File: src/rtl/dctq_pkg.sv
// Shared helpers for the DCTQ adder tree: width/latency arithmetic and default split point.
package dctq_pkg;

  localparam int DCTQ_SPLIT_DEF = 7;

  function automatic int clog2(input int n);
    int r;
    r = 0;
    while ((1 << r) < n) r++;
    return r;
  endfunction

  // Two register stages per tree level.
  function automatic int adder_lat(input int n);
    return 2 * clog2(n);
  endfunction

endpackage

File: src/rtl/dctq_split_add2.sv
// Two-stage pair adder: LSB chunk in stage A, MSB chunk plus registered carry in stage B.
module dctq_split_add2 #(
  parameter int W     = 14,
  parameter int SPLIT = 7
) (
  input  logic         clk,
  input  logic         rst,
  input  logic         ce_i,
  input  logic         out_en_i,
  input  logic         mode_i,
  input  logic [W-1:0] a_i,
  input  logic [W-1:0] b_i,
  output logic [W:0]   sum_o
);

  localparam int MW = W - SPLIT;

  logic [SPLIT:0]   lsb_q, lsb_d;
  logic [MW-1:0]    msb_a_q, msb_b_q;
  logic [SPLIT-1:0] lsb_b_q;
  logic [MW:0]      msb_q, msb_d;

  always_comb begin
    lsb_d = {1'b0, a_i[SPLIT-1:0]} + {1'b0, b_i[SPLIT-1:0]};
  end

  // mode_i belongs to the operands currently held in stage A.
  always_comb begin
    msb_d = {mode_i & msb_a_q[MW-1], msb_a_q}
          + {mode_i & msb_b_q[MW-1], msb_b_q}
          + {{MW{1'b0}}, lsb_q[SPLIT]};
  end

  always_ff @(posedge clk or posedge rst) begin
    if (rst) begin
      lsb_q   <= '0;
      msb_a_q <= '0;
      msb_b_q <= '0;
      msb_q   <= '0;
      lsb_b_q <= '0;
    end else begin
      if (ce_i) begin
        lsb_q   <= lsb_d;
        msb_a_q <= a_i[W-1:SPLIT];
        msb_b_q <= b_i[W-1:SPLIT];
      end
      if (ce_i && out_en_i) begin
        msb_q   <= msb_d;
        lsb_b_q <= lsb_q[SPLIT-1:0];
      end
    end
  end

  assign sum_o = {msb_q, lsb_b_q};

endmodule

File: src/rtl/dctq_adder_tree_p.sv
// Pipelined N_IN-operand adder tree with valid/mode tracking, clock-enable stall and held output.
module dctq_adder_tree_p
  import dctq_pkg::*;
#(
  parameter int N_IN  = 8,
  parameter int IN_W  = 14,
  parameter int SPLIT = DCTQ_SPLIT_DEF
) (
  input  logic                           clk,
  input  logic                           rst,
  input  logic                           ce,
  input  logic                           in_valid,
  input  logic                           in_signed,
  input  logic [N_IN*IN_W-1:0]           din,
  output logic                           out_valid,
  output logic [IN_W+clog2(N_IN)-1:0]    sum,
  output logic                           out_signed
);

  localparam int LEVELS = clog2(N_IN);
  localparam int LAT    = adder_lat(N_IN);

  if (N_IN < 2 || (N_IN & (N_IN - 1)) != 0) begin : g_bad_n
    $error("dctq_adder_tree_p: N_IN must be a power of 2 and >= 2");
  end
  if (SPLIT < 1 || SPLIT >= IN_W) begin : g_bad_split
    $error("dctq_adder_tree_p: SPLIT must satisfy 1 <= SPLIT < IN_W");
  end

  // vld_q[k] / mode_q[k] describe the data held in pipeline register k.
  logic [LAT-1:0] vld_q;
  logic [LAT-2:0] mode_q;
  logic           out_signed_q;

  always_ff @(posedge clk or posedge rst) begin
    if (rst) begin
      vld_q        <= '0;
      mode_q       <= '0;
      out_signed_q <= 1'b0;
    end else if (ce) begin
      vld_q[0]  <= in_valid;
      mode_q[0] <= in_signed;
      for (int k = 1; k < LAT; k++) vld_q[k] <= vld_q[k-1];
      for (int k = 1; k < LAT - 1; k++) mode_q[k] <= mode_q[k-1];
      if (vld_q[LAT-2]) out_signed_q <= mode_q[LAT-2];
    end
  end

  for (genvar gi = 1; gi <= LEVELS; gi++) begin : g_lvl
    localparam int W  = IN_W + gi - 1;
    localparam int NP = N_IN >> gi;

    logic [2*NP*W-1:0]    src;
    logic [NP*(W+1)-1:0]  res;

    if (gi == 1) begin : g_src_in
      assign src = din;
    end else begin : g_src_lvl
      assign src = g_lvl[gi-1].res;
    end

    // The last level's stage B doubles as the held output register.
    for (genvar gj = 0; gj < NP; gj++) begin : g_pair
      dctq_split_add2 #(
        .W     (W),
        .SPLIT (SPLIT)
      ) u_add (
        .clk      (clk),
        .rst      (rst),
        .ce_i     (ce),
        .out_en_i ((gi == LEVELS) ? vld_q[LAT-2] : 1'b1),
        .mode_i   (mode_q[2*(gi-1)]),
        .a_i      (src[2*gj*W +: W]),
        .b_i      (src[(2*gj+1)*W +: W]),
        .sum_o    (res[gj*(W+1) +: W+1])
      );
    end
  end

  assign sum        = g_lvl[LEVELS].res;
  assign out_valid  = vld_q[LAT-1];
  assign out_signed = out_signed_q;

endmodule
File: config.mk
export PLATFORM = sky130hd
export DESIGN_NAME = dctq_adder_tree_p
export DESIGN_NICKNAME = d
export VERILOG_FILES = /design/src/rtl/dctq_pkg.sv /design/src/rtl/dctq_split_add2.sv /design/src/rtl/dctq_adder_tree_p.sv
export SDC_FILE = /design/constraint.sdc
export NUM_CORES = 1
export LEC_CHECK = 0
export ABC_CLOCK_PERIOD_IN_PS = 7500
export BUFFER_PORTS_ARGS = -buffer_cell sky130_fd_sc_hd__buf_2
export CAP_MARGIN = 0
export CORE_MARGIN = 4
export CORE_UTILIZATION = 54
export CTS_CLUSTER_SIZE = 30
export DETAILED_ROUTE_END_ITERATION = 16
export GPL_TIMING_DRIVEN = 1
export PLACE_DENSITY = 0.87
export SYNTH_ARGS = -nofsm -noshare
export SYNTH_HDL_FRONTEND = slang
export SYNTH_SLANG_ARGS = --single-unit
File: constraint.sdc
create_clock -name clk -period 7.5 [get_ports clk]
set_clock_uncertainty 0.15 [all_clocks]
set_input_delay 0.375 -clock clk [delete_from_list [all_inputs] [get_ports clk]]
set_output_delay 0.375 -clock clk [all_outputs]
set_load 0.01 [all_outputs]
After elaboration in Yosys (flattened, before gate mapping)
Cells that the tools add are included.

$add $sub $neg: 21. Bitwise logic cells: 14. Reductions and logical operators: 2.

Operators by type and width (count): adder 7 x 7 -> 8 bit (7); adder 8 x 1 -> 8 bit (4); adder 8 bit (4); adder 9 x 1 -> 9 bit (2); adder 9 bit (2); AND 1 bit (14); adder 10 x 1 -> 10 bit (1); adder 10 bit (1); AND reduction 2 bit (1); logical AND 1 bit (1).

Register bits: 283. Bits of input ports: 117. Output and inout port bits: 19. Logic and storage cells: 75.

Longest topological paths before layout
Depth in word-level cells: 3. Gate-level depth with buffers: 8.

By module
Synthesis repeated with hierarchy kept, for this count alone.

Cells, all modules: 1231. Area total of the unflattened synthesis: 14639.0 um^2.

Modules (own cells, without submodules): dctq_split_add2 (g_lvl[1].g_pair[0].u_add ...) (times used 3, cells each 167, area each 1939.4 um^2); dctq_split_add2 (g_lvl[2].g_pair[0].u_add ...) (times used 2, cells each 172, area each 2072.0 um^2); dctq_split_add2 (g_lvl[3].g_pair[0].u_add) (times used 1, cells each 191, area each 2242.2 um^2); dctq_split_add2 (g_lvl[1].g_pair[1].u_add) (times used 1, cells each 166, area each 1941.9 um^2); dctq_adder_tree_p (times used 1, cells each 29, area each 493.0 um^2).

Worst setup path after synthesis
Ideal clock, no wire load.

Kind: reg-to-reg. Start point: reg g_lvl[2].g_pair[1].u_add.msb_b_q[0]. End point: reg g_lvl[2].g_pair[1].u_add.msb_q[8]. Data arrival time: 2048 ps. Required time: 7225 ps. Path slack: 5177 ps. Stages on the path, launching flop included: 8. Path buffers: 0. Period minus slack after synthesis: 2323 ps. Cell sequence: dfrtp_1 > fa_1 > fa_1 > a21oi_1 > o211ai_1 > a31oi_1 > xor2_1 > mux2_2.

Word-level cells in the longest chain between the ends: 2.

RTL lines: from (decl) (RTL line dctq_split_add2.sv:19) `logic [MW-1:0] msb_a_q, msb_b_q;`; from (signal assigned) (RTL line dctq_split_add2.sv:45) `msb_b_q <= b_i[W-1:SPLIT];`; adder 9 bit (RTL line dctq_split_add2.sv:30) `+ {mode_i & msb_b_q[MW-1], msb_b_q}`; adder 9 x 1 -> 9 bit (RTL line dctq_split_add2.sv:31) `+ {{MW{1'b0}}, lsb_q[SPLIT]};`; to (signal assigned) (RTL line dctq_split_add2.sv:48) `msb_q <= msb_d;`; to (decl) (RTL line dctq_split_add2.sv:21) `logic [MW:0] msb_q, msb_d;`.

Every way passes these cells. A chain may end at the register's enable or synchronous reset.

==> results_dict.tcl <==
set metrics [dict create \
    gr-usage-all-layers_pct 20.2 \
    cts_root_buffer "clkbuf_16" \
    die_area_mm2 0.0298 \
    cp_slowest_cell "buf_4" \
    critPathKind "input pin to register" \
    via_per_inst 5.69 \
    yosysSeqAreaShare_pct 48.4 \
    htreeDepth 1 \
    post_cts_resized 0 \
    mostFrequentLayoutCell "dfrtp_1" \
    drive_above_1_share_pct 27.9 \
    place_inst 1674 \
    numCtsBuffers 28 \
    synth.avg_cell_area_um2 11.8 \
    rows 60 \
    outcome "complete, no violations" \
    cp_common_cell "buf_4" \
    drtAntennaViolNets 0 \
    synth-edff-count 0 \
    synthArstFlopShare_pct 100 \
    yosys.area.top_type "dfrtp_1" \
    tritoncts "built" \
    hold_viol 0 \
    drt-wirelength-per-cell_um 17.1 \
    cp.arrival_ns 3.49 \
    fin_tns_setup_ns 0 \
    grt_pass1_wl_mm 51.3 \
    drc 0 \
    hpwl_mm 19.8 \
    slew_headroom_pct 25.3 \
    num-fill-cells 1917 \
    synth_top_area_share_pct 48.4 \
    fp.dieH_um 173 \
    synth_top_cells_by_area "dfrtp_1, mux2_2, ha_1, fa_1, nand2_1" \
    min_path_type "input pin to register" \
    die_w_um 173 \
    fin_nets 1655 \
    antenna_found_initial 1 \
    vdd_ir_drop_max_v 0.000187 \
    numPortBuffers 135 \
    ys_warn_count 0 \
    clk_latency_ns 0.55 \
    cts.sinks 283 \
    top_usage_layer "met2" \
    overflow 0 \
    p_per_area_mw_per_mm2 347 \
    grt_pass1_vias 10700 \
    use_met2_pct 36.4 \
    fmax_mhz 315 \
    fin_crit_ns 3.18 \
    cts_setup_buffers 0 \
    cp-start-kind "input pin" \
    grt_max_degree 182 \
    path_clk_slew_ns 0.06 \
    start_util_pct 54.6 \
    gp_congestion 0.865 \
    yosys_most_used_dff "dfrtp_1" \
    wirelength_mm 30.5 \
    max_cap_viol_count 0 \
    areaGrowthSynthToFinish_pct 17.4 \
    slowest_delay_ns 0.91 \
    cp_cell_sequence "buf_8 -> buf_4 -> buf_4 -> nand2_1 -> or4_1 -> nand3_1" \
    ys_seq_elements 283 \
    setup_viol 0 \
    instances_no_fill 1785 \
    grt.met1_usage_pct 25.2 \
    hold_ws_ns 0.0342 \
    firstDrtPassIters 5 \
    rsz0062_at_grt "no" \
    cp_num_buf_inv 3 \
    grt_use_met3_pct 2.65 \
    path_max_fanout 124 \
    syn-num-nets 1469 \
    design.core.area_mm2 0.0268 \
    ys_types 61 \
    syn_inst 1236 \
    cp_data_required_time_ns 7.82 \
    clk_path_buf_depth 3 \
    ios 136 \
    finalCritPeriodShare_pct 42.3 \
    slew_violations 0 \
    vias 10200 \
    critical-path-top-delay-family "buffers and inverters" \
    layout_common_cells "dfrtp_1, mux2_2, buf_2, nand2_1, ha_1" \
    syn_area_mm2 0.0146 \
    end_kind "register" \
    power.static_leakage_uw 0.00776 \
    tightest_slew_ns 1.12 \
    drt_iter0_drc 519 \
]
-- stage by stage --
| step | setup slack (ns) | total power [uW] | utilization, % | instance area [um2] |
|---|---|---|---|---|
| after floorplan | 3.23 | 3860 | - | 14600 |
| after global placement | 3.89 | 4280 | 58.2 | 15600 |
| after detailed placement | 3.80 | 4410 | 58.2 | 15600 |
| after CTS | 4.38 | 5960 | 64.1 | 17200 |
| after global routing | 4.12 | 6330 | 64.1 | 17200 |
| final | 4.32 | 5960 | 64.1 | 17200 |
-- cells in the mapped netlist (3+ instances only) --
cell	number
ha_1	95
xnor2_1	33
or4_1	7
o2bb2ai_1	3
and3_1	7
buf_2	36
nand3_1	12
inv_1	44
nor2b_1	20
xor2_1	13
a222oi_1	4
nor4b_1	4
a21oi_2	8
nor3_1	34
a21boi_1	3
nand2_1	95
dfrtp_1	283
a31oi_1	4
clkbuf_1	3
o31ai_1	22
fa_1	21
nand3b_1	6
o311ai_0	6
a221oi_1	10
or3_1	6
o21ai_0	33
o211ai_1	23
o21a_1	13
o21ai_1	5
nand2b_1	6
o22ai_1	5
a211oi_1	6
a21oi_1	44
a21o_1	18
nor2_1	63
mux2_2	199
o21bai_1	10
-- final timing paths --
kind                                                      from                                end  slack, ns  cells past startpoint
max                                                         ce  g_lvl[1].g_pair[2].u_add.lsb_q[5]       4.32                      6
min                                                    din[42]  g_lvl[1].g_pair[1].u_add.lsb_q[0]       0.03                      3
max reg2reg                g_lvl[2].g_pair[1].u_add.msb_b_q[0]  g_lvl[2].g_pair[1].u_add.msb_q[8]       4.91                      7
min reg2reg                  g_lvl[3].g_pair[0].u_add.msb_q[4]  g_lvl[3].g_pair[0].u_add.msb_q[4]       0.32                      1
max in group asynchronous                                  rst  g_lvl[2].g_pair[0].u_add.lsb_q[3]       5.55                      4
min in group asynchronous                                  rst  g_lvl[1].g_pair[0].u_add.msb_q[6]       0.29                      3
-- final cells by class --
cell class,instances,area (um2),share of cell area [%]
multi-input combinational,866,7180,41.8
sequential,283,7080,41.2
timing repair buffer,199,1330,7.72
clock buffer,40,826,4.81
tap,341,427,2.48
clock inverter,11,169,0.983
inverter,44,169,0.983
antenna,1,2.50,0.0146
-- cells by family after synthesis --
group	after synthesis	share of synthesized area, %
AO/OA/AOI/OAI	233	11.0
XOR/XNOR	46	2.75
adder cells (fa/ha/maj)	116	11.0
buffers and inverters	87	2.59
flip-flops	283	48.4
multiplexers	200	15.4
AND/OR/NAND/NOR	271	8.87
-- report_power, final --
group / internal [uW] / total [uW] / switching (uW)
Clock: 902 / 1490 / 587
Sequential: 2010 / 2340 / 326
Combinational: 1070 / 2130 / 1070
Total: 3980 / 5960 / 1980
-- worst register-to-register path, stage by stage (launching register included) --
cell	delay (ns)
dfrtp_1	0.41
fa_1	0.48
fa_1	0.43
a21oi_1	0.24
o211ai_1	0.15
a31oi_1	0.24
xor2_1	0.09
mux2_2	0.26
-- sequential cells by signal, summed over array words and instances, names as in the netlist --
name and flops:
g_lvl.g_pair.u_add.msb_q 60, vld_q 6, mode_q 5, g_lvl.g_pair.u_add.msb_a_q 53
out_signed 1, g_lvl.g_pair.u_add.lsb_b_q 49, g_lvl.g_pair.u_add.lsb_q 56, g_lvl.g_pair.u_add.msb_b_q 53
-- repair_timing --
action	CTS	global route
hold endpoints to repair	81	0
setup endpoints to repair	0	0
hold buffers	59	0
-- metal layers --
layer / wire [um] / vias up / part of all wire, %
met5: 0 / - / 0
met4: 1130 / 0 / 3.7
met3: 1280 / 78 / 4.2
met2: 15400 / 252 / 51
met1: 12700 / 4974 / 42
li1: - / 4857 / -
(Power assumes the default switching activity.)
